### src/rtl/i2c_bus_requester.sv
// i2c_bus_requester
// -----------------
// Master-side agent between one client (LCD driver or sensor reader) and the
// two-master I2C bus arbiter. It accepts one register-access command, requests
// the bus, and once granted sequences a byte-level I2C master core through a
// register write (pointer byte + data byte) or a register read (pointer byte +
// repeated-start read byte). It then pulses `done` to the arbiter and returns
// the result to the client.
//
// Handshakes:
//   cmd_*  : a command transfers on a rising edge where cmd_valid & cmd_ready.
//            cmd_ready is high only while idle and never in the DONE cycle.
//   rsp_*  : rsp_valid is a one-cycle strobe with no back-pressure; rsp_rdata
//            and rsp_err are meaningful only in that cycle.
//   req/grant/done : req is held from the cycle after acceptance until the
//            transaction finishes; done pulses for one cycle together with
//            rsp_valid, always right after a cycle with req high.
//   i2c_*  : the core latches {i2c_addr, i2c_rw, i2c_data_wr} while i2c_ena is
//            high; a rising edge of i2c_busy means one byte command was taken.
//
// Ports:
//   clk, rst                  clock, synchronous active-high reset
//   cmd_valid/ready/rw/addr/reg/wdata   client command
//   rsp_valid/rdata/err       client response
//   req, grant, done          arbiter interface
//   i2c_ena/addr/rw/data_wr   master-core command (registered)
//   i2c_busy/data_rd/ack_error  master-core status
//
// State encoding (3 bits, for probing): 0 IDLE, 1 REQ, 2 CMD1, 3 CMD2, 4 FIN,
// 5 DONE.

module i2c_bus_requester #(
    parameter int TIMEOUT_CYCLES = 100000,
    parameter int CW             = 17
) (
    input  logic       clk,
    input  logic       rst,
    input  logic       cmd_valid,
    output logic       cmd_ready,
    input  logic       cmd_rw,
    input  logic [6:0] cmd_addr,
    input  logic [7:0] cmd_reg,
    input  logic [7:0] cmd_wdata,
    output logic       rsp_valid,
    output logic [7:0] rsp_rdata,
    output logic       rsp_err,
    output logic       req,
    input  logic       grant,
    output logic       done,
    output logic       i2c_ena,
    output logic [6:0] i2c_addr,
    output logic       i2c_rw,
    output logic [7:0] i2c_data_wr,
    input  logic       i2c_busy,
    input  logic [7:0] i2c_data_rd,
    input  logic       i2c_ack_error
);

    typedef enum logic [2:0] {
        S_IDLE = 3'd0,
        S_REQ  = 3'd1,
        S_CMD1 = 3'd2,
        S_CMD2 = 3'd3,
        S_FIN  = 3'd4,
        S_DONE = 3'd5
    } state_t;

    state_t        state;
    logic          busy_q;
    logic [CW-1:0] timer;
    logic          rw_q;
    logic [6:0]    addr_q;
    logic [7:0]    reg_q;
    logic [7:0]    wdata_q;
    logic          err_q;

    logic rise;
    logic fall;
    logic active;
    logic tmo;
    logic err_now;

    assign rise   = i2c_busy & ~busy_q;
    assign fall   = ~i2c_busy & busy_q;
    assign active = (state == S_CMD1) || (state == S_CMD2) || (state == S_FIN);
    assign tmo    = active && (timer == CW'(TIMEOUT_CYCLES));
    // Sticky error including anything observed in the current cycle, so the
    // value reported at DONE also covers a NACK seen on the final edge.
    assign err_now = err_q | (active & (i2c_ack_error | ~grant | tmo));

    always_ff @(posedge clk) begin
        if (rst) begin
            state       <= S_IDLE;
            busy_q      <= 1'b0;
            timer       <= '0;
            rw_q        <= 1'b0;
            addr_q      <= '0;
            reg_q       <= '0;
            wdata_q     <= '0;
            err_q       <= 1'b0;
            cmd_ready   <= 1'b0;
            rsp_valid   <= 1'b0;
            rsp_rdata   <= '0;
            rsp_err     <= 1'b0;
            req         <= 1'b0;
            done        <= 1'b0;
            i2c_ena     <= 1'b0;
            i2c_addr    <= '0;
            i2c_rw      <= 1'b0;
            i2c_data_wr <= '0;
        end else begin
            busy_q    <= i2c_busy;
            done      <= 1'b0;
            rsp_valid <= 1'b0;

            // Watchdog: restarts on any busy edge, so it bounds the gap
            // between core events rather than the whole transaction.
            if (active) begin
                timer <= (rise || fall) ? '0 : timer + 1'b1;
                err_q <= err_now;
            end

            case (state)
                S_IDLE: begin
                    if (cmd_ready && cmd_valid) begin
                        rw_q      <= cmd_rw;
                        addr_q    <= cmd_addr;
                        reg_q     <= cmd_reg;
                        wdata_q   <= cmd_wdata;
                        err_q     <= 1'b0;
                        req       <= 1'b1;
                        cmd_ready <= 1'b0;
                        state     <= S_REQ;
                    end else begin
                        cmd_ready <= 1'b1;
                    end
                end

                S_REQ: begin
                    if (grant) begin
                        i2c_ena     <= 1'b1;
                        i2c_rw      <= 1'b0;
                        i2c_addr    <= addr_q;
                        i2c_data_wr <= reg_q;
                        timer       <= '0;
                        state       <= S_CMD1;
                    end
                end

                S_CMD1, S_CMD2, S_FIN: begin
                    if (!grant || tmo) begin
                        // Abort: release the core and report the failure.
                        i2c_ena   <= 1'b0;
                        req       <= 1'b0;
                        done      <= 1'b1;
                        rsp_valid <= 1'b1;
                        rsp_err   <= 1'b1;
                        rsp_rdata <= '0;
                        state     <= S_DONE;
                    end else if (state == S_CMD1) begin
                        if (rise) begin
                            // rw=1 on the second byte makes the core issue a
                            // repeated start for the read.
                            i2c_rw <= rw_q;
                            if (!rw_q) begin
                                i2c_data_wr <= wdata_q;
                            end
                            state <= S_CMD2;
                        end
                    end else if (state == S_CMD2) begin
                        if (rise) begin
                            // Dropping ena lets the core STOP after this byte.
                            i2c_ena <= 1'b0;
                            state   <= S_FIN;
                        end
                    end else begin
                        if (fall) begin
                            req       <= 1'b0;
                            done      <= 1'b1;
                            rsp_valid <= 1'b1;
                            rsp_err   <= err_now;
                            rsp_rdata <= rw_q ? i2c_data_rd : 8'h00;
                            state     <= S_DONE;
                        end
                    end
                end

                S_DONE: begin
                    rsp_err   <= 1'b0;
                    cmd_ready <= 1'b1;
                    state     <= S_IDLE;
                end

                default: begin
                    state <= S_IDLE;
                end
            endcase
        end
    end

endmodule
### config.mk
export PLATFORM = sky130hd
export DESIGN_NAME = i2c_bus_requester
export DESIGN_NICKNAME = d
export VERILOG_FILES = /design/src/rtl/i2c_bus_requester.sv
export SDC_FILE = /design/constraint.sdc
export NUM_CORES = 1
export LEC_CHECK = 0
export ABC_AREA = 1
export CAP_MARGIN = 15
export CORE_MARGIN = 2
export CORE_UTILIZATION = 38
export CTS_CLUSTER_DIAMETER = 40
export DETAILED_ROUTE_END_ITERATION = 6
export PLACE_DENSITY = 0.7
export SLEW_MARGIN = 20
export SYNTH_ARGS = -nofsm -noshare
export SYNTH_HDL_FRONTEND = slang
export SYNTH_SLANG_ARGS = --single-unit
### constraint.sdc
create_clock -name clk -period 1.4 [get_ports clk]
set_input_delay 0.21 -clock clk [delete_from_list [all_inputs] [get_ports clk]]
set_output_delay 0.21 -clock clk [all_outputs]
set_load 0.01 [all_outputs]
======== After elaboration in Yosys (flattened, before gate mapping) ========
Cells that the tools add are included.
W data, S select, Z words.
word-level totals
  logic and storage cells ................. 129
  input port bits ......................... 38
  flip-flop bits (word level) ............. 75
cells by class
  eq/ne operators ......................... 22
  bitwise operators ....................... 10
  muxes and demuxes ....................... 55
  add/sub/neg operators ................... 1
  reduce and logical (&&, ||, !) cells .... 24
operators with widths
  kind                     count
  $mux W8                  10
  $mux W17                 4
  $mux W1                  26
  $mux W3                  8
  $reduce_and A5 Y1        4
  $add A17 B1 Y17 const B  1
  $eq A17 B17 Y1 const B   1
  $ne A2 B2 Y1 const B     8
  $pmux W8 S2              1
  $ne A3 B3 Y1 const B     5
  $pmux W1 S2              5
  $reduce_bool A2 Y1       5
  $pmux W3 S3              1
  $ne A4 B4 Y1 const B     2
  $reduce_and A4 Y1        2
  $eq A3 B2 Y1 const B     2
  $eq A3 B3 Y1 const B     2
  $reduce_and A6 Y1        1
  $ne A5 B5 Y1 const B     1
  $logic_or A1 B1 Y1       4
  $not A1 Y1               4
  $reduce_and A2 Y1        2
  $and A1 B1 Y1            3
  $eq A3 B1 Y1 const B     1
  other kinds (6)          9

======== Longest topological paths before layout ========
  depth after elaboration ................. 12
  gate-level depth with buffers ........... 14

======== Worst setup path after synthesis ========
No wires, ideal clock.
  path type ............................... reg2reg
  start ................................... register timer[0]
  end ..................................... register i2c_data_wr[6]
  arrival time ............................ 1.425 ns
  setup time .............................. 0.113 ns
  slack ................................... -0.137 ns
  stages on the path, launching flop included .. 15
  cells stage by stage .................... dfxtp_1 -> inv_1 -> ha_1 -> nand2_1 -> inv_1 -> nand2_1 -> nor2_2 -> nand3_4 -> nand2_2 -> nand2_1 -> nand4_4 -> buf_6 -> nand2_1 -> nand2_1 -> nor2_1
on the way
  longest elaborated chain between the ends .. 5
ends and longest elaborated chain
  item                                line  text
  start, declared                     70    logic [CW-1:0] timer;
  start signal, assigned              119   timer <= (rise || fall) ? '0 : timer + 1'b1;
  $eq A17 B17 Y1                      86    assign tmo = active && (timer == CW'(TIMEOUT_CYCLES));
  $logic_and A1 B1 Y1                 86
  $logic_or A1 B1 Y1                  151   if (!grant || tmo) begin
  $ne A2 B2 Y1 (no source line)       --
  $reduce_and A6 Y1 (no source line)  --
  end signal, assigned                144   i2c_data_wr <= reg_q;
  end signal, assigned                166   i2c_data_wr <= wdata_q;
  end, declared                       53    output logic [7:0] i2c_data_wr,
No other way between the ends.
A chain may end at the register's enable or synchronous reset.

======== Worst setup path in the final report ========
  start ................................... register timer[1]
  end ..................................... register err_q
on the way
  longest elaborated chain between the ends .. 8
ends and longest elaborated chain
  item                   line  text
  $eq A17 B17 Y1 *       86
  $logic_and A1 B1 Y1 *  86
  $or A1 B1 Y1 *         89    assign err_now = err_q | (active & (i2c_ack_error | ~grant | tmo));
  $and A1 B1 Y1 *        89
  $or A1 B1 Y1 *         89
  $mux W1 *              118   if (active) begin
  $mux W1                125   if (cmd_ready && cmd_valid) begin
  $mux W1 *              123   case (state)
  end signal, assigned   120   err_q <= err_now;
  end, declared          75    logic err_q;
Mark *: on every way between the ends. The rest lies on a longest branch, timed or not.

==> flow_summary_export.csv <==
group,metric,value,unit
floorplan,core_area,0.00872,mm^2
synth,synth_top_family_by_area,"simple AND/OR/NAND/NOR gates",
sta,rsz0062_at_grt,"yes",
drt,drtIter0Drc,147,
worst_setup_path,cp.arrival,1.89,ns
power,seq_power_share,30.3,%
drt,drt_first_pass_iters,5,
floorplan,die-area,0.00980,mm^2
drt,ant_nets,0,
clock_tree,htreeDepth,3,
clock_tree,cts_buffers,9,
placed_design,place_ws,-0.378,ns
placed_design,gp_congestion,0.883,
clock_tree,cts_tree,"done",
drt,drc,0,
global_route,grt_antenna_before_repair,0,
min_path,holdCritPathClass,"input port to register",
power,p_int,5.58,mW
global_route,grt_remaining_overflow,0,
clock_tree,cts_sinks,75,
sta,finalCritPeriodShare,116,%
floorplan,initial_core_util,39.3,%
synth,synth-compound-area-share,14.4,%
worst_setup_path,crit_required,1.67,ns
power,powerDensity,1730,mW/mm^2
clock_tree,worstSkewPairLatency,0.36,ns
sta,tightest_slew,0.407,ns
global_route,grt_pass1_wl,16800,um
global_route,grt_pass1_vias,3741,
final_layout,fin_nets,678,
final_layout,drive_gt1_share,33.7,%
placed_design,port_buffers,67,
final_layout,final_common_cell,"nor2_1",
synth,ys_seq_area_share,43.8,%
synth,synth_area_leaders,"dfxtp_1 (44%), nor2_1 (12%), nand2_1 (8.9%)",
clock_tree,root_buffer,"clkbuf_8",
synth,yosysTopAreaCell,"dfxtp_1",
final_layout,most-common-layout-cells,"nor2_1 (96), nand2_1 (67), buf_4 (62), dfxtp_1 (61), inv_1 (44)",
drt,vias,3721,
final_layout,area_delta_synth_final,62.1,%
final_layout,fin_area,0.00556,mm^2
synth,syn_nets,532,
power,power_leakage,2.51,nW
floorplan,io_pins,68,
synth,synthXorXnorAreaFrac,0.255,%
job,maxCapViolCount,0,
power,total_power,9.63,mW
power,pwr-share-clk,17.3,%
floorplan,die_x,99.0,um
worst_setup_path,r2r_cells,11,
synth,synthAdderAreaFrac,1.46,%
floorplan,die_h,99.0,um
sta,finalHoldViolations,0,
sta,slew_headroom,72.7,%
sta,timing.hold.ws,0.434,ns
outcome,outcome,"finished with violations",
worst_setup_path,start_kind,"register",
synth,synth_warnings,0,
floorplan,rows,34,
drt,routed_wl,10800,um
power,ir_drop,1.09,mV
power,pwr-share-comb,52.4,%
synth,synthMuxAreaShare,0,%
sta,setup_ws,-0.226,ns
sta,fin_crit,1.63,ns
power,switching_share,42.1,%
synth,synthesis.area,0.00343,mm^2
sta,setup_viol,72,
min_path,holdPathStages,3,
clock_tree,clk_pin_slew,0.09,ns
final_layout,final_util,63.7,%
sta,slew_viol_final,0,
worst_setup_path,cp-end-kind,"register",
outcome,violations,"negative setup slack",
clock_tree,ctsLongestPathBuffers,2,
synth,yosysUniqueCellTypes,34,
power,p_switching,4.05,mW
sta,clock.fmax,0.615,GHz
drt,via_per_inst,4.97,
synth,ys_ff_latch,75,
synth,synth_simple_gate_area_share,30.8,%
worst_setup_path,cp_max_fo,9,
final_layout,antenna_cells,0,
drt,wl_per_cell,14.4,um
synth,netlist_instances,490,
placed_design,dp_hpwl,6390,um
placed_design,placed_area,0.00465,mm^2
synth,synth_top_area_share,43.8,%
global_route,grt_usage,21.1,%
worst_setup_path,crit_type,"register to register",
sta,skew,0.0148,ns
global_route,grt_max_degree,43,
synth,syn_area_per_cell,7.00,um^2
stage by stage:
stage	TNS (ns)	std cells
2_1_floorplan	-1.30	490
3_3_place_gp	-10.91	706
3_5_place_dp	-12.39	706
4_1_cts	-3.65	741
5_1_grt	-12.11	749
6_report	-6.36	749
cell usage after synthesis:
| library cell | count |
|---|---|
| clkinv_2 | 1 |
| o21ai_1 | 1 |
| a21oi_1 | 24 |
| nand4_1 | 3 |
| nor4_1 | 1 |
| a21oi_4 | 1 |
| nand3b_1 | 1 |
| nor2_2 | 7 |
| nor3_1 | 13 |
| nor3_4 | 1 |
| buf_2 | 5 |
| o211ai_1 | 3 |
| inv_2 | 5 |
| o21ai_0 | 57 |
| dfxtp_1 | 75 |
| nand2_2 | 7 |
| buf_4 | 1 |
| nor2_1 | 111 |
| ha_1 | 4 |
| buf_6 | 2 |
| inv_1 | 52 |
| o21ai_2 | 1 |
| nand2_4 | 2 |
| a211oi_1 | 4 |
| xnor2_1 | 1 |
| a31oi_1 | 1 |
| inv_4 | 1 |
| nand2_1 | 81 |
| nand4_4 | 1 |
| nand3_4 | 1 |
| clkbuf_1 | 7 |
| buf_1 | 3 |
| nand3_1 | 10 |
| nor2_4 | 2 |
power groups by stage:
stage               Combinational (mW)  Clock, mW  Sequential (mW)
floorplan                         2.20          0             3.01
global placement                  3.57          0             2.94
detailed placement                3.66          0             2.95
CTS                               4.39       1.67             2.90
global route                      5.50       1.77             2.97
finish                            5.04       1.67             2.92
kinds of logic after synthesis:
logic type | Yosys count
AND/OR/NAND/NOR | 241
AO/OA/AOI/OAI | 92
buffers and inverters | 77
flip-flops | 75
adder cells (fa/ha/maj) | 4
XOR/XNOR | 1
flip-flops by register name, indices dropped and copies added (netlist names), 3 cells and up:
register / count
i2c_addr: 7
rsp_rdata: 8
i2c_data_wr: 8
timer: 17
state: 3
wdata_q: 8
reg_q: 8
addr_q: 7
per-layer routing:
layer	GRT usage [%]	vias to the layer above	share of wire (%)
met5	0	-	0
met4	9.69	0	2.2
met3	5.89	25	4.7
met2	37.1	108	53
met1	23.7	1739	40
li1	-	1849	-
critical path, cell delays in order (launching register included):
cell	delay (ns)
dfxtp_2	0.34
inv_2	0.07
ha_4	0.13
nand2_2	0.04
inv_2	0.04
nand2_2	0.05
nor2_4	0.13
nand3_4	0.10
nand2_4	0.14
buf_6	0.15
o21ai_1	0.08
a211oi_1	0.25
worst paths after layout:
path | slack [ns] | start | to
max | -0.23 | timer[1] | err_q
min | 0.43 | cmd_wdata[2] | wdata_q[2]
min reg2reg | 0.45 | reg_q[4] | reg_q[4]
max reg2reg | -0.23 | timer[1] | err_q
final cells by class:
| cell class | count | area, um^2 |
|---|---|---|
| flip-flops and latches | 75 | 1530 |
| clock buffers | 11 | 151 |
| clock inverters | 5 | 43.8 |
| well taps | 108 | 135 |
| repair buffers | 148 | 1390 |
| fillers | 722 | 3160 |
| repair inverters | 1 | 8.76 |
| inverters | 59 | 234 |
| multi-input cells | 342 | 2070 |
timing repair:
action / CTS / global route
buffers inserted: 15 / 5
pin swaps: 20 / 22
setup endpoints to repair: 76 / 73
hold buffers: 0 / 0
gates cloned: 5 / 3
resized for setup: 110 / 65
(Power assumes the default switching activity.)
